[src/rtl/fetch_queue_pkg.sv]
// Shared fetch-path types: the IF->ID record, the queue depth and the bubble record.
package cpuDefine;

  typedef struct packed {
    logic [31:0] pc;
    logic [31:0] inst;
    logic        excp_valid;
    logic [5:0]  excp_code;
  } IF_DATA;

  localparam int FQ_DEPTH = 4;

  // LA32 nop: andi r0, r0, 0
  localparam logic [31:0] NOP_INST = 32'h0340_0000;

  localparam IF_DATA IF_NOP = '{pc: 32'h0, inst: NOP_INST, excp_valid: 1'b0, excp_code: 6'h0};

endpackage

[src/rtl/fetch_queue.sv]
// Instruction fetch queue: buffers fetch responses and presents the oldest record
// to the ID stage through the valid/allow interlock, with a one-cycle redirect flush.
module fetch_queue
  import cpuDefine::*;
#(
  parameter type T = IF_DATA,
  parameter int DEPTH = FQ_DEPTH,
  localparam int PTR_W = $clog2(DEPTH)
) (
  input  logic           aclk,
  input  logic           aresetn,
  input  logic           in_valid,
  input  T               in_data,
  output logic           in_ready,
  output logic           valid_out,
  output T               data_out,
  input  T               nop_data,
  input  logic           allow_in,
  input  logic           flush,
  output logic [PTR_W:0] count
);

  localparam logic [PTR_W:0] FULL_COUNT = (PTR_W + 1)'(DEPTH);

  logic [PTR_W-1:0] wr_ptr_reg;
  logic [PTR_W-1:0] rd_ptr_reg;
  logic [PTR_W:0]   count_reg;
  logic [PTR_W:0]   count_next;
  T                 mem [DEPTH];

  logic push;
  logic pop;

  // Full/empty are told apart by count alone; pointers simply wrap.
  assign in_ready  = aresetn && !flush && (count_reg != FULL_COUNT);
  assign valid_out = aresetn && !flush && (count_reg != '0);
  assign push      = in_valid && in_ready;
  assign pop       = valid_out && allow_in;
  assign data_out  = (count_reg != '0) ? mem[rd_ptr_reg] : nop_data;
  assign count     = count_reg;

  assign count_next = count_reg + (PTR_W + 1)'(push) - (PTR_W + 1)'(pop);

  always_ff @(posedge aclk) begin
    if (!aresetn) begin
      wr_ptr_reg <= '0;
      rd_ptr_reg <= '0;
      count_reg  <= '0;
    end else if (flush) begin
      wr_ptr_reg <= '0;
      rd_ptr_reg <= '0;
      count_reg  <= '0;
    end else begin
      if (push) wr_ptr_reg <= wr_ptr_reg + 1'b1;
      if (pop)  rd_ptr_reg <= rd_ptr_reg + 1'b1;
      count_reg <= count_next;
    end
  end

  // Storage is not reset; push is already masked by reset and flush through in_ready.
  generate
    for (genvar gi = 0; gi < DEPTH; gi++) begin : g_entry
      always_ff @(posedge aclk) begin
        if (push && (wr_ptr_reg == PTR_W'(gi))) mem[gi] <= in_data;
      end
    end
  endgenerate

endmodule

[config.mk]
export PLATFORM = sky130hd
export DESIGN_NAME = fetch_queue
export DESIGN_NICKNAME = d
export VERILOG_FILES = /design/src/rtl/fetch_queue_pkg.sv /design/src/rtl/fetch_queue.sv
export SDC_FILE = /design/constraint.sdc
export NUM_CORES = 1
export LEC_CHECK = 0
export ABC_AREA = 1
export CORE_MARGIN = 1
export CORE_UTILIZATION = 30
export CTS_CLUSTER_SIZE = 28
export DETAILED_ROUTE_END_ITERATION = 8
export HOLD_SLACK_MARGIN = 0.05
export PLACE_DENSITY = 0.52
export SLEW_MARGIN = 20
export SYNTH_ARGS = -nofsm -noshare
export SYNTH_HDL_FRONTEND = slang
export SYNTH_SLANG_ARGS = --single-unit
[constraint.sdc]
create_clock -name aclk -period 16.1 [get_ports aclk]
set_clock_uncertainty 0.15 [all_clocks]
set_input_delay 3.22 -clock aclk [delete_from_list [all_inputs] [get_ports aclk]]
set_output_delay 3.22 -clock aclk [all_outputs]
set_load 0.05 [all_outputs]
* Word-level counts from Yosys, hierarchy flattened *
Memories as Yosys holds them, arrays and structs flattened. A register that Yosys moved wholly into a read port is not among the register bits.
Cells that the tools add are included.
W data, S select, Z words.

storage, ports and cells
  register bits after elaboration = 7
  bits in writable memories = 284
  input port bits = 147
  output and inout port bits = 76
  memories kept = 1

operators by class
  add/sub/neg operators = 4
  equal/unequal tests = 4
  muxes and demuxes = 20
  bitwise operators = 1
  reductions and logical operators = 16

memories
  memory  depth  bits a word  read ports  clocked after Yosys merged registers in  wr ports  line               text
  mem     4      71           1           1                                        1         fetch_queue.sv:29  T mem [DEPTH];

operators with widths
  operator               number
  $mux W71               4
  $reduce_or A71 Y1      3
  $mux W1                11
  $mux W2                5
  $logic_and A1 B1 Y1    9
  $add A2 B1 Y2 const B  2
  $eq A2 B2 Y1 const B   2
  $add A3 B1 Y3          1
  $ne A3 B3 Y1 const B   1
  $reduce_bool A3 Y1     1
  $sub A3 B1 Y3          1
  $eq A2 B1 Y1 const B   1
  $logic_not A2 Y1       1
  $reduce_or A2 Y1       1
  $logic_not A1 Y1       1
  $not A1 Y1             1

* Logic depth before layout (Yosys ltp) *
Gate-level depths: netlist of run 1.

  depth after elaboration = 11
  mapped depth = 14
  gate-level depth less buffers = 13

* Least setup slack after synthesis of run 1 *
No wires, ideal clock.

  kind = input port to output port
  start = input port aresetn
  end = output port in_ready
  arrival = 4402 ps
  slack = 8328 ps
  stages = 4
  path buffers = 0
  path through = inv_1 nor2_2 inv_1 a21oi_1

between the ends
  cells in the longest elaborated chain, start to end = 2

RTL lines
  element                           line               text
  start: declaration                fetch_queue.sv:11  input logic aresetn,
  $logic_and A1 B1 Y1 (2 in a row)  fetch_queue.sv:35  assign in_ready = aresetn && !flush && (count_reg != FULL_COUNT);
  end: declaration                  fetch_queue.sv:14  output logic in_ready,

Every way passes these cells.

* Final worst setup path of run 1 *
Ends and elaborated chain as after synthesis.

==> results of run 1 <==
## power by group through the flow
stage / sequential, mW / combinational [mW] / clock (mW)
4_1_cts: 0.845 / 0.153 / 0.798
3_3_place_gp: 0.860 / 0.152 / 0
3_5_place_dp: 0.861 / 0.153 / 0
2_1_floorplan: 0.862 / 0.0763 / 0
6_report: 0.845 / 0.152 / 0.770
5_1_grt: 0.845 / 0.163 / 0.828
## cell usage after synthesis
cell type | instances | area share [%]
buf_2 | 39 | 1.5
ha_1 | 6 | 0.57
nor2_2 | 1 | 0.048
buf_4 | 2 | 0.11
clkbuf_1 | 1 | 0.029
nand4_1 | 2 | 0.095
buf_6 | 14 | 1.2
edfxtp_1 | 284 | 65
nor2_1 | 295 | 8.4
xor2_1 | 1 | 0.067
nand2_1 | 580 | 17
inv_2 | 2 | 0.057
buf_1 | 6 | 0.17
dfxtp_1 | 9 | 1.4
inv_1 | 159 | 4.5
a21oi_1 | 3 | 0.11
o21ai_1 | 1 | 0.038
nand3_2 | 1 | 0.076
fa_1 | 1 | 0.15
nand3_1 | 2 | 0.076
## final cells by class
| cell class | count | area share, % |
|---|---|---|
| clock buffer | 49 | 5.71 |
| timing repair buffer | 233 | 13.6 |
| tap | 585 | 4.31 |
| inverter | 161 | 3.58 |
| sequential | 293 | 51.3 |
| multi-input combinational | 893 | 20.5 |
| clock inverter | 16 | 0.943 |
| antenna | 1 | 0.0147 |
## cell families after synthesis
logic type	Yosys count
AO/OA/AOI/OAI	4
XOR/XNOR	1
adder cells (fa/ha/maj)	7
buffers and inverters	223
flip-flops	293
AND/OR/NAND/NOR	881
## critical path, cell delays in order
cell and delay, ps:
clkdlybuf4s50_1 450, inv_1 40, nor2_2 300, inv_1 140
a21oi_1 140, clkdlybuf4s50_1 820
## routing by layer
layer,wire length (um),part of all wire (%),GRT usage (%),vias up
li1,-,-,-,4769
met1,14000,47,17.7,4076
met2,14100,47,22.7,172
met3,1470,4.9,3.14,35
met4,463,1.5,3.37,2
met5,13,0.043,0,-
## final timing paths
| kind | to | slack, ps |
|---|---|---|
| max | in_ready | 7610 |
| min | flop | 330 |
| max reg2reg | count[2] | 12780 |
| min reg2reg | flop | 330 |
## through the flow
step | setup WS, ps | hold WS [ps] | total power, mW | cell area, sq um | utilization [%]
floorplan | 8330 | 297 | 0.938 | 13200 | -
global placement | 7580 | 299 | 1.01 | 15800 | 36.7
detailed placement | 7600 | 328 | 1.01 | 15800 | 36.7
CTS | 7580 | 336 | 1.80 | 17000 | 39.3
global route | 7500 | 350 | 1.84 | 17000 | 39.4
finish | 7610 | 332 | 1.77 | 17000 | 39.4
==> results_dict.tcl, run 1 <==
set metrics [dict create \
    status "finished, final reports clean" \
    cp-start-kind "input port" \
    globalplace.congestion 0.701 \
    end_kind "output port" \
    ys_seq_elements 293 \
    hp-class "flop to flop" \
    yosys.area_share.simple_pct 25.3 \
    cts.sinks 293 \
    drv_slew 0 \
    relSlewSlack_pct 30.6 \
    antenna_found_initial 2 \
    largest_register_ff_count 284 \
    clk_pin_slew_ps 50 \
    seqCellArea_sq_um 8720 \
    crit_arrival_ps 5120 \
    drt_iter0_markers 313 \
    h-tree-depth 2 \
    synth_xor_area_share_pct 0.0666 \
    rsz0062_at_grt "false" \
    vdd_drop_max_uv 68.4 \
    core_area_sq_um 43200 \
    cts_root_buffer "clkbuf_16" \
    syn_area_sq_um 13200 \
    period_needed_ps 8490 \
    clkPwrFrac_pct 43.6 \
    tritoncts "done" \
    rr_startpoint "count[1]" \
    start_util_pct 30.5 \
    synthAdderAreaFrac_pct 0.723 \
    fin_tns_setup_ps 0 \
    rr_worst_depth 14 \
    vias 9054 \
    ys_seq_area_share_pct 66.2 \
    vias_per_cell 4.06 \
    multi_input_area_sq_um 3480 \
    synth_top_family_by_area "simple AND/OR/NAND/NOR gates" \
    synth_nets 1563 \
    finalSetupViolCount 0 \
    avgSynthCellArea_sq_um 9.34 \
    synth.mux.area_fraction_pct 0 \
    p_per_area_nw_per_um2 104 \
    fin_crit_sh_pct 52.7 \
    path_class "input port to output port" \
    holdBufCountCts 0 \
    cts_setup_buffers 0 \
    fmax_ghz 0.118 \
    p_int_mw 1.38 \
    drt-total-wl_mm 30.1 \
    drt-pass1-iter-count 5 \
    worstMarginPinSlew_ps 1040 \
    hold_depth 2 \
    clockBufferDepth 3 \
    fillers 4302 \
    grt_max_degree 106 \
    switching_share_pct 22.0 \
    layout_commonest_cell "nand2_1" \
    syn_inst 1409 \
    routedWlPerCell_um 13.5 \
    die_y_um 211 \
    nets 1772 \
    hp-start "rd_ptr_reg[0]" \
    grt_pass1_wl_mm 46.7 \
    postCtsResizedCells 0 \
    drv_cap 0 \
    fin_cells 2231 \
    die_x_um 211 \
    grt_overflow 0 \
    io_buffer_count 222 \
    p_comb_share_pct 8.6 \
    leakagePower_nw 6.89 \
    dp_hpwl_mm 17.0 \
    path_max_fanout 10 \
    yosysWarnings 0 \
    switching_power_uw 389 \
    layout-drive-gt1-share_pct 4.19 \
    area_delta_synth_final_pct 29.2 \
    cts_buffers 36 \
    clk_latency_ps 520 \
    yosysUniqueCellTypes 20 \
    dp_cells 2164 \
    cp_data_required_time_ps 12730 \
    drtAntennaViolNets 0 \
    hold_viol 0 \
    io_pins 223 \
    grt_pass1_vias 8678 \
    dieArea_sq_um 44700 \
    power_frac_seq_pct 47.8 \
    rows 76 \
    final_cell_mix "nand2_1 (579), nor2_1 (291), edfxtp_1 (284), clkdlybuf4s50_1 (222), inv_1 (159)" \
    worstSetupStartpoint "aresetn" \
    synth_compound_area_share_pct 0.152 \
    track_usage_pct 13.6 \
    drc 0 \
]
No activity file was read; power rests on OpenSTA's default activity.
==> run 2, diff against run 1 <==
- clock period: 16.1 -> 8.75 ns (I/O delays scaled with it)
==> run 2 against run 1 <==
Compared with the run above: routed wire length down 2.3%; total power up 85%; cell count about the same; global-route usage down 0.13 points; sequential cell count unchanged; hold slack better by 1.4 ps; register-to-register slack worse by 7300 ps; via count down 0.89%; cell area up 0.11%; clock power up 87%; largest cell class unchanged.
==> results_dict.tcl, run 2 (synthesis gave the netlist of run 1 again) <==
set metrics [dict create \
    status "finished, final reports clean" \
    critical-path-max-stage-delay_ps 810 \
    tritoncts "done" \
    layout-drive-gt1-share_pct 4.32 \
    grt_pass1_wl_mm 45.8 \
    cp-start-kind "input port" \
    critPathSlowestCell "clkdlybuf4s50_1" \
    cts_root_buffer "clkbuf_16" \
    clk_pin_slew_ps 50 \
    rsz0062_at_grt "false" \
    postCtsResizedCells 0 \
    clk_latency_ps 530 \
    rows 76 \
    p_per_area_nw_per_um2 192 \
    path_cells "clkdlybuf4s50_1 -> inv_1 -> nor2_2 -> inv_1 -> a21oi_1 -> clkdlybuf4s50_1" \
    fin_tns_setup_ps 0 \
    die_x_um 211 \
    layout_commonest_cell "nand2_1" \
    drc 0 \
    fin_cells 2229 \
    vdd_drop_max_uv 115 \
    io_buffer_count 222 \
    crit_arrival_ps 3630 \
    path_class "input port to output port" \
    antenna_found_initial 1 \
    track_usage_pct 13.4 \
    vias_per_cell 4.03 \
    vias 8973 \
    grt_overflow 0 \
    dp_cells 2166 \
    core_area_sq_um 43200 \
    hold_viol 0 \
    drv_cap 0 \
    start_util_pct 30.5 \
    largest_register_ff_count 284 \
    clockBufferDepth 3 \
    cts_setup_buffers 0 \
    leakagePower_nw 6.91 \
    dp_hpwl_mm 16.4 \
    grt_pass1_vias 8465 \
    final_cell_mix "nand2_1 (579), nor2_1 (291), edfxtp_1 (284), clkdlybuf4s50_1 (222), inv_1 (159)" \
    fillers 4294 \
    routedWlPerCell_um 13.2 \
    area_delta_synth_final_pct 29.3 \
    cts.sinks 293 \
    power_mw 3.27 \
    period_needed_ps 5530 \
    grt_max_degree 133 \
    hp-class "flop to flop" \
    holdBufCountCts 0 \
    fin_crit_sh_pct 63.2 \
    die_y_um 211 \
    drt-pass1-iter-count 5 \
    h-tree-depth 2 \
    drt-total-wl_mm 29.4 \
    fmax_ghz 0.181 \
    finalSetupViolCount 0 \
    io_pins 223 \
    cts_buffers 35 \
    cp_data_required_time_ps 6850 \
    relSlewSlack_pct 31.2 \
    globalplace.congestion 0.688 \
    dieArea_sq_um 44700 \
    drtAntennaViolNets 0 \
    drt_iter0_markers 381 \
    path_max_fanout 10 \
    worstMarginPinSlew_ps 1030 \
    drv_slew 0 \
    nets 1772 \
    end_kind "output port" \
]
-- run 2: final timing paths --
path            startpoint            end  slack, ps  depth (start not counted)
max                aresetn       in_ready       3220                          6
min          rd_ptr_reg[0]  rd_ptr_reg[0]        330                          2
max reg2reg       count[1]       count[2]       5460                         14
min reg2reg  rd_ptr_reg[0]  rd_ptr_reg[0]        330                          2
-- run 2: area by class of cell --
cell class | count | area (sq um) | area share [%]
Sequential cell | 293 | 8720 | 51.2
Multi-Input combinational cell | 893 | 3480 | 20.5
Timing Repair Buffer | 234 | 2320 | 13.7
Clock buffer | 43 | 948 | 5.58
Tap cell | 585 | 732 | 4.30
Inverter | 161 | 608 | 3.57
Clock inverter | 19 | 194 | 1.14
Antenna cell | 1 | 2.50 | 0.0147
-- run 2: per-stage QoR --
step	worst slack [ps]	util, %	cell area (sq um)	hold WS, ps
5_1_grt	3050	39.4	17000	360
6_report	3220	39.4	17000	333
3_5_place_dp	3190	36.7	15900	315
2_1_floorplan	2900	-	13200	297
4_1_cts	3110	39.4	17000	335
3_3_place_gp	3180	36.7	15900	319
-- run 2: report_power, final --
group          internal, mW  switching, mW  total (mW)
Clock                 0.887          0.550        1.44
Combinational         0.117          0.162       0.278
Sequential             1.55        0.00279        1.55
Total                  2.55          0.715        3.27
-- run 2: critical path: cells and delay by family --
family | cells | cell delay (ps)
simple gates | 1 | 290
buf+inv | 4 | 1440
compound gates | 1 | 140
-- run 2: layer usage --
layer | routed length, um | vias to the layer above | GRT usage [%]
met4 | 657 | 0 | 5.02
li1 | - | 4765 | -
met5 | 0 | - | 0
met1 | 14100 | 4006 | 17.8
met3 | 1250 | 43 | 2.60
met2 | 13400 | 159 | 21.8
==> run 3, diff against run 2 <==
- clock period: 8.75 -> 5.3 ns (I/O delays scaled with it)
==> run 3 against run 2 <==
Compared with the run above: die area unchanged; first-iteration DRC count down 0.52%; count of clock-buffer cells in the layout rose by 3; cell count about the same; via count is 1.6% higher; total power is 60% higher; non-clock buffer count increased by 3; combinational power up 66%; utilization hardly changed; setup slack worse by 2400 ps; sequential cell count unchanged; largest cell class unchanged.
==> results_dict.tcl, run 3 (synthesis gave the netlist of run 1 again) <==
set metrics [dict create \
    top_usage_layer "met2" \
    fin_tns_setup_ps 0 \
    rows 76 \
    worstReg2RegEnd "count[2]" \
    track_usage_pct 13.5 \
    rrSetupSlack_ps 1900 \
    clk_latency_ps 500 \
    cts_buffers 34 \
    fillers 4331 \
    grt_pass1_vias 8585 \
    crit_arrival_ps 3260 \
    relSlewSlack_pct 32.9 \
    worstMarginPinSlew_ps 1010 \
    layout-drive-gt1-share_pct 4.62 \
    layout_commonest_cell "nand2_1" \
    crit_end "data_out[32]" \
    clkPwrFrac_pct 42.3 \
    grtUsageMet3_pct 3.12 \
    path_class "flop to output port" \
    io_pins 223 \
    hp-start "rd_ptr_reg[0]" \
    vias_per_cell 4.09 \
    clockBufferDepth 3 \
    status "finished, final reports clean" \
    rr_worst_depth 14 \
    cp-start-kind "flop" \
    vdd_drop_max_uv 195 \
    p_int_mw 4.10 \
    drv_cap 0 \
    largest_register_ff_count 284 \
    grt_overflow 0 \
    rr_startpoint "count[1]" \
    end_kind "output port" \
    grt_pass1_wl_mm 46.4 \
    fin_crit_sh_pct 84.4 \
    clk_pin_slew_ps 50 \
    hold_viol 0 \
    hp-class "flop to flop" \
    final_cell_mix "nand2_1 (579), nor2_1 (291), edfxtp_1 (284), clkdlybuf4s50_1 (222), inv_1 (159)" \
    rsz0062_at_grt "false" \
    fmax_ghz 0.224 \
    vias 9116 \
    cts.sinks 293 \
    die_x_um 211 \
    p_per_area_nw_per_um2 309 \
    drv_slew 0 \
    switching_share_pct 21.9 \
    period_needed_ps 4470 \
    drt-total-wl_mm 29.9 \
    drt-pass1-iter-count 4 \
    finalSetupViolCount 0 \
    power_mw 5.25 \
    grtUsageMet2_pct 22.2 \
    holdBufCountCts 0 \
    cts_root_buffer "clkbuf_16" \
    cts_setup_buffers 0 \
    grt_use_met1_pct 17.6 \
    core_area_sq_um 43200 \
    dieArea_sq_um 44700 \
    grt_max_degree 98 \
    drt_iter0_markers 379 \
    die_y_um 211 \
    start_util_pct 30.5 \
    h-tree-depth 2 \
    routedWlPerCell_um 13.4 \
    tritoncts "done" \
    nets 1774 \
    leakagePower_nw 6.91 \
    area_delta_synth_final_pct 29.3 \
    globalplace.congestion 0.709 \
    drc 0 \
    cp_data_required_time_ps 4090 \
    p_comb_share_pct 8.8 \
    dp_hpwl_mm 17.0 \
    antenna_found_initial 3 \
    io_buffer_count 222 \
    power_frac_seq_pct 48.9 \
    path_max_fanout 72 \
    drtAntennaViolNets 0 \
    worstSetupStartpoint "count[1]" \
    postCtsResizedCells 0 \
    switching_power_mw 1.15 \
]
## run 3: cell types whose count changed in the layout (fill, tap and decap cells not counted), sizes merged
cell	change
diode	+1
bufinv	-4
inv	-1
clkbuf	+3
buf	+3
## run 3: metrics by stage
step | cell area (sq um) | cells | utilization (%) | hold slack, ps | setup slack, ps
floorplan | 13200 | 1409 | - | 297 | 142
global placement | 15900 | 2169 | 36.9 | 296 | 993
detailed placement | 15900 | 2169 | 36.9 | 308 | 926
CTS | 17000 | 2229 | 39.4 | 318 | 345
global route | 17000 | 2230 | 39.4 | 352 | 548
finish | 17000 | 2231 | 39.4 | 317 | 826
## run 3: layout make-up
cell class / instances / area [sq um] / share of cell area [%]
diodes: 2 / 5.00 / 0.0294
clock buffers: 46 / 1020 / 6.00
clock inverters: 14 / 67.6 / 0.397
inverters: 161 / 608 / 3.58
multi-input cells: 893 / 3480 / 20.5
flip-flops and latches: 293 / 8720 / 51.3
well taps: 585 / 732 / 4.30
repair buffers: 237 / 2370 / 14.0
## run 3: how the worst min path moves through the flow
stage / endpoint / slack, ps / cells past startpoint
detailed placement: flop / 310 / 2
global route: flop / 350 / 2
global placement: flop / 300 / 2
finish: flop / 320 / 2
floorplan: flop / 300 / 2
CTS: flop / 320 / 2
## run 3: critical path: stages (launching register included)
cell             delay (ps)
dfxtp_1                 360
nor2_1                  300
nand2_4                 350
inv_4                   670
nand2_1                 130
nand2_1                 100
clkdlybuf4s50_1         790
## run 3: layer usage
layer	routed length [um]	vias up
met5	13	-
met4	615	2
met3	1550	49
met2	13800	183
met1	13900	4118
li1	-	4764
## run 3: power by group through the flow
stage	clock, mW	sequential (mW)	combinational (mW)
2_1_floorplan	0	2.62	0.232
3_5_place_dp	0	2.61	0.465
5_1_grt	2.39	2.57	0.494
4_1_cts	2.30	2.56	0.467
6_report	2.22	2.57	0.461
3_3_place_gp	0	2.61	0.461
